**config.mk**
```make
export PLATFORM = sky130hd
export DESIGN_NAME = accelbrot_com_word_gather
export DESIGN_NICKNAME = d
export VERILOG_FILES = /design/src/rtl/accelbrot_com_pkg.sv /design/src/rtl/accelbrot_com_fifo2.sv /design/src/rtl/accelbrot_com_word_gather.sv
export SDC_FILE = /design/constraint.sdc
export NUM_CORES = 2
export LEC_CHECK = 0
export ABC_AREA = 1
export CAP_MARGIN = 10
export CORE_ASPECT_RATIO = 0.8
export CORE_MARGIN = 2
export CORE_UTILIZATION = 45
export DETAILED_ROUTE_END_ITERATION = 8
export DONT_BUFFER_PORTS = 1
export HOLD_SLACK_MARGIN = 0.1
export REMOVE_ABC_BUFFERS = 1
export SYNTH_ARGS = -nofsm -noshare
export SYNTH_HDL_FRONTEND = slang
export SYNTH_HIERARCHICAL = 1
export SYNTH_SLANG_ARGS = --single-unit
```
**constraint.sdc**
```tcl
create_clock -name clk -period 2.6 [get_ports clk]
set_input_delay 0.52 -clock clk [delete_from_list [all_inputs] [get_ports clk]]
set_output_delay 0.52 -clock clk [all_outputs]
set_load 0.03 [all_outputs]
```
**src/rtl/accelbrot_com_pkg.sv**
```systemverilog
// rtl/accelbrot_com_pkg.sv - shared sizing constants for the accelbrot word-serial datapath
package accelbrot_com_pkg;

   // Defaults shared with the multi-word multipliers that feed the gather
   localparam int NWORDS_DEF = 8;
   localparam int WWIDTH_DEF = 34;
   localparam int IWIDTH_DEF = 6;

endpackage

```
**src/rtl/accelbrot_com_fifo2.sv**
```systemverilog
// rtl/accelbrot_com_fifo2.sv - 2-entry registered FIFO, output taken directly from the head register
module accelbrot_com_fifo2 #(
   parameter int WIDTH = 32
) (
   input  logic             clk,
   input  logic             rstn,
   input  logic             push_i,
   input  logic [WIDTH-1:0] push_data_i,
   output logic             full_o,
   input  logic             pop_i,
   output logic             valid_o,
   output logic [WIDTH-1:0] data_o
);

   logic [WIDTH-1:0] head_q, head_d;
   logic [WIDTH-1:0] tail_q, tail_d;
   logic [1:0]       count_q, count_d;
   logic             do_pop;
   logic             do_push;

   assign valid_o = (count_q != 2'd0);
   assign full_o  = (count_q == 2'd2);
   assign data_o  = head_q;

   // A push into a full FIFO is accepted only when the head leaves on the same edge
   assign do_pop  = pop_i && valid_o;
   assign do_push = push_i && (!full_o || do_pop);

   // Next-state for head/tail/occupancy; head keeps its last value when the FIFO drains
   always_comb begin
      head_d  = head_q;
      tail_d  = tail_q;
      count_d = count_q;
      case (count_q)
         2'd0: begin
            if (do_push) begin
               head_d  = push_data_i;
               count_d = 2'd1;
            end
         end
         2'd1: begin
            if (do_push && do_pop) begin
               head_d = push_data_i;
            end else if (do_push) begin
               tail_d  = push_data_i;
               count_d = 2'd2;
            end else if (do_pop) begin
               count_d = 2'd0;
            end
         end
         default: begin
            if (do_pop) begin
               head_d  = tail_q;
               count_d = 2'd1;
               if (do_push) begin
                  tail_d  = push_data_i;
                  count_d = 2'd2;
               end
            end
         end
      endcase
   end

   // State registers with synchronous active-low reset
   always_ff @(posedge clk) begin
      if (!rstn) begin
         head_q  <= '0;
         tail_q  <= '0;
         count_q <= 2'd0;
      end else begin
         head_q  <= head_d;
         tail_q  <= tail_d;
         count_q <= count_d;
      end
   end

endmodule

```
**src/rtl/accelbrot_com_word_gather.sv**
```systemverilog
// rtl/accelbrot_com_word_gather.sv - collects NWORDS LSW-first words into a block; ACCELBROT_GATHER_CHECK_EN enables framing checks
module accelbrot_com_word_gather
   import accelbrot_com_pkg::*;
#(
   parameter  int NWORDS = NWORDS_DEF,
   parameter  int WWIDTH = WWIDTH_DEF,
   localparam int BWIDTH = NWORDS * WWIDTH
) (
   input  logic              clk,
   input  logic              rstn,
   input  logic [WWIDTH-1:0] s_word,
   input  logic              s_start,
   input  logic              s_valid,
   output logic [BWIDTH-1:0] m_block,
   output logic              m_valid,
   input  logic              m_ready,
   input  logic              err_clr,
   output logic              err_ovf,
   output logic              err_frame
);

   localparam int            CW   = $clog2(NWORDS);
   localparam logic [CW-1:0] LAST = CW'(NWORDS - 1);

   logic [CW-1:0]     cnt_q, cnt_d;
   logic [BWIDTH-1:0] asm_q, asm_d;
   logic              push;
   logic              pop;
   logic              full;
   logic              drop;
   logic              err_ovf_q, err_ovf_d;

   // Collector: place each word in its slot; the completed block (final word included) is pushed
   always_comb begin
      cnt_d = cnt_q;
      asm_d = asm_q;
      push  = 1'b0;
      if (s_valid) begin
         if (s_start) begin
            asm_d[WWIDTH-1:0] = s_word;
            cnt_d             = CW'(1);
         end else if (cnt_q != '0) begin
            for (int i = 1; i < NWORDS; i++) begin
               if (cnt_q == CW'(i)) begin
                  asm_d[i*WWIDTH +: WWIDTH] = s_word;
               end
            end
            if (cnt_q == LAST) begin
               cnt_d = '0;
               push  = 1'b1;
            end else begin
               cnt_d = cnt_q + CW'(1);
            end
         end
      end
   end

   // Collector state registers
   always_ff @(posedge clk) begin
      if (!rstn) begin
         cnt_q <= '0;
         asm_q <= '0;
      end else begin
         cnt_q <= cnt_d;
         asm_q <= asm_d;
      end
   end

   assign pop  = m_valid && m_ready;
   assign drop = push && full && !pop;

   accelbrot_com_fifo2 #(
      .WIDTH(BWIDTH)
   ) u_fifo (
      .clk        (clk),
      .rstn       (rstn),
      .push_i     (push),
      .push_data_i(asm_d),
      .full_o     (full),
      .pop_i      (pop),
      .valid_o    (m_valid),
      .data_o     (m_block)
   );

   // Sticky overflow flag: a drop in the same cycle as err_clr leaves it set
   always_comb begin
      err_ovf_d = err_clr ? 1'b0 : err_ovf_q;
      if (drop) begin
         err_ovf_d = 1'b1;
      end
   end

   // Overflow flag register
   always_ff @(posedge clk) begin
      if (!rstn) begin
         err_ovf_q <= 1'b0;
      end else begin
         err_ovf_q <= err_ovf_d;
      end
   end

   assign err_ovf = err_ovf_q;

`ifdef ACCELBROT_GATHER_CHECK_EN
   logic err_frame_q, err_frame_d;
   logic frame_evt;

   // Short frame (restart mid-block) or orphan word (continuation with no open frame)
   assign frame_evt = s_valid && ((s_start && (cnt_q != '0)) || (!s_start && (cnt_q == '0)));

   // Sticky framing flag, set wins over clear
   always_comb begin
      err_frame_d = err_clr ? 1'b0 : err_frame_q;
      if (frame_evt) begin
         err_frame_d = 1'b1;
      end
   end

   // Framing flag register
   always_ff @(posedge clk) begin
      if (!rstn) begin
         err_frame_q <= 1'b0;
      end else begin
         err_frame_q <= err_frame_d;
      end
   end

   assign err_frame = err_frame_q;
`else
   assign err_frame = 1'b0;
`endif

endmodule
```
==> metrics <==
TritonCTS buffer count 87; RR Startpoint cnt_q[0]; Initial Util 0.455; Antenna Violating Nets Remaining 0; Yosys cell types 26; yosys warns 6; Metal-1 WL 45.5 mm; H-tree depth 3; R2R Setup Slk 0.18 ns; Hold Fails Final Rpt 0; element type at the critical path end flop; outcome complete, no violations; Worst-Margin Slew 1.43 ns; IO buf count 0; Crit Path Category reg -> reg; total track usage 0.224; Hold WC Path Type in -> reg; CP Cell Sequence ha_1 -> ha_1 -> nand3_1 -> nor2_4 -> nand2_1 -> nor2_4 -> buf_12 -> buf_12 -> nand2_1 -> nand2_1 -> nor2_1; vias post-DR 32.3k; met3 wire len 6.23 mm; maxcap violations 0; Setup TNS 0 ns; clock root cell clkbuf_16; final setup fails 0; hold path cells 2; Hold EP u_fifo/tail_q[80]; Slew Limit Fails 0; Die Y 262 um; clk sink count 822; Max Freq 0.413 GHz; cell mode on critical path nand2_1; die area 85500 um2; layout filler cell count 8619; Crit Path Max Fanout 67; hold path start rstn; die span in x 326 um; DRT Wirelength 98.0 mm; P_leak 21.8 nW; GRT overflow 0; I/O pin cnt 315; drt wl/cell 13.8 um; gpl congestion 0.779; cts hold-fix bufs 37; final std cells w/o fill 7104; antenna violations before repair 3; final cycle utilization of the critical path 0.931; final worst path period need 2.42 ns; Mapped Cells 6080; vias in the first global route 28.9k; arrival time of the worst setup path 2.94 ns; reg2reg end u_fifo/tail_q[15]; Peak VDD IR 0.400 mV; clock transition at the registers of the reported paths 0.06 ns; Clock Skews 0.0207 ns; post-CTS sizing 0; area delta synth->final 10.4%; nets 5980; First DRT Iteration DRCs 2019; Largest stage delay, worst path 0.40 ns; CP Data Required Time 3.12 ns; met2 wire length 44.5 mm; Slew headroom 0.0472; DRT Pass-1 Iters 5; share of layout cells above drive strength 1 0.0385; Critical Path Source Type flop; r2r worst-path depth 11; largest net degree at the start of global routing 541; Seq/Total Area, Yosys 0.440; first-pass GRT wire length 155 mm; Netlist Area Pre-Place 37400 um2; CTS tree done; row count 94; Yosys reg bits 822; Clk Latency, worst-skew pair 0.64 ns; Remaining DRCs 0; Max Used Layer met4; Power Density 627 nW/um2; DR vias/cell 4.54; hpwl dp 59.2 mm; syn_area_per_cell 6.16 um2; critical path's slowest cell dfxtp_1; clk buf depth 3; postcts setup bufs 0; worst setup path startpoint cnt_q[0]; Placeable Area 82300 um2; commonest cells after routing, fill and taps aside nand2_1, nor2_1, inv_1; placed insts 6911; commonest non-fill, non-tap cell in the layout nand2_1; RSZ-0062 raised after global routing no
how the worst max path moves through the flow:
stage / to / slack, ns / depth (start not counted)
final: u_fifo/tail_q[15] / 0.18 / 11
after global routing: u_fifo/tail_q[35] / 0.03 / 11
after CTS: u_fifo/tail_q[35] / 0.19 / 11
after detailed placement: u_fifo/tail_q[77] / 0.22 / 11
after global placement: u_fifo/tail_q[7] / 0.25 / 11
after floorplan: u_fifo/data_o[0] / -24.70 / 3
logic make-up (layout without fill, tap and decap cells):
group / Yosys count / count (layout) / synth area share
and+or+nand+nor: 3381 / 3381 / 0.348
buffers and inverters: 1489 / 1405 / 0.159
DFF: 822 / 822 / 0.440
AOI/OAI and AO/OA: 381 / 381 / 0.0511
adders and majority gates: 6 / 6 / 0.00201
other: 1 / 5 / 0.000100
Yosys cell counts, drive strengths merged:
cell    count  area, um2
o21a        1       7.51
nand4      70        438
clkbuf    156        586
ha          6       75.1
conb        1       3.75
inv      1140       4280
nand2    1860       6990
nor2     1373       5190
buf       192       1080
dfxtp     822      16500
a21oi       4       20.0
clkinv      1       3.75
o21ai     376       1890
nand3      78        405
state kept, by name (all words and copies together), names as in the netlist:
name            cells
asm_q             272
u_fifo/data_o     272
u_fifo/tail_q     272
cnt_q               3
u_fifo/count_q      2
err_ovf             1
critical path: cells and delay by family (launching register included):
kind	cells	cell delay, ns
simple gates	7	0.85
buf+inv	2	0.60
fa+ha+maj	2	0.44
flops	1	0.40
power breakdown:
group | switching (W) | internal, W | total (W) | leakage (nW)
combinational | 0.000567 | 0.000222 | 0.000789 | 13.8
clock | 0.00518 | 0.00728 | 0.0125 | 1.40
sequential | 0.0000129 | 0.0126 | 0.0127 | 6.63
total | 0.00576 | 0.0201 | 0.0259 | 21.8
final cells by class:
cell class	count	area, um2	area share
multi-input cells	3769	15100	0.364
diodes	4	10.0	0.000242
repair buffers	113	1290	0.0313
clock buffers	131	2640	0.0638
clock inverters	20	195	0.00472
flip-flops and latches	822	16500	0.398
well taps	1104	1380	0.0334
inverters	1141	4290	0.104
per-stage QoR:
step	area [um2]	util	power [W]	hold slack, ns	worst slack, ns
after floorplan	35800	-	0.0134	0.455	-24.70
after global placement	38100	0.463	0.0136	0.461	0.253
after detailed placement	38100	0.463	0.0136	0.471	0.217
after CTS	41300	0.502	0.0262	0.101	0.188
after global routing	41300	0.502	0.0268	0.151	0.0261
final	41300	0.502	0.0259	0.179	0.181
layer usage:
metal | global-route usage | vias to the layer above
li1 | - | 17200
met1 | 0.294 | 14400
met5 | 0 | -
met2 | 0.374 | 557
met3 | 0.0532 | 121
met4 | 0.0552 | 0
Power figures use the tool's default switching activity.
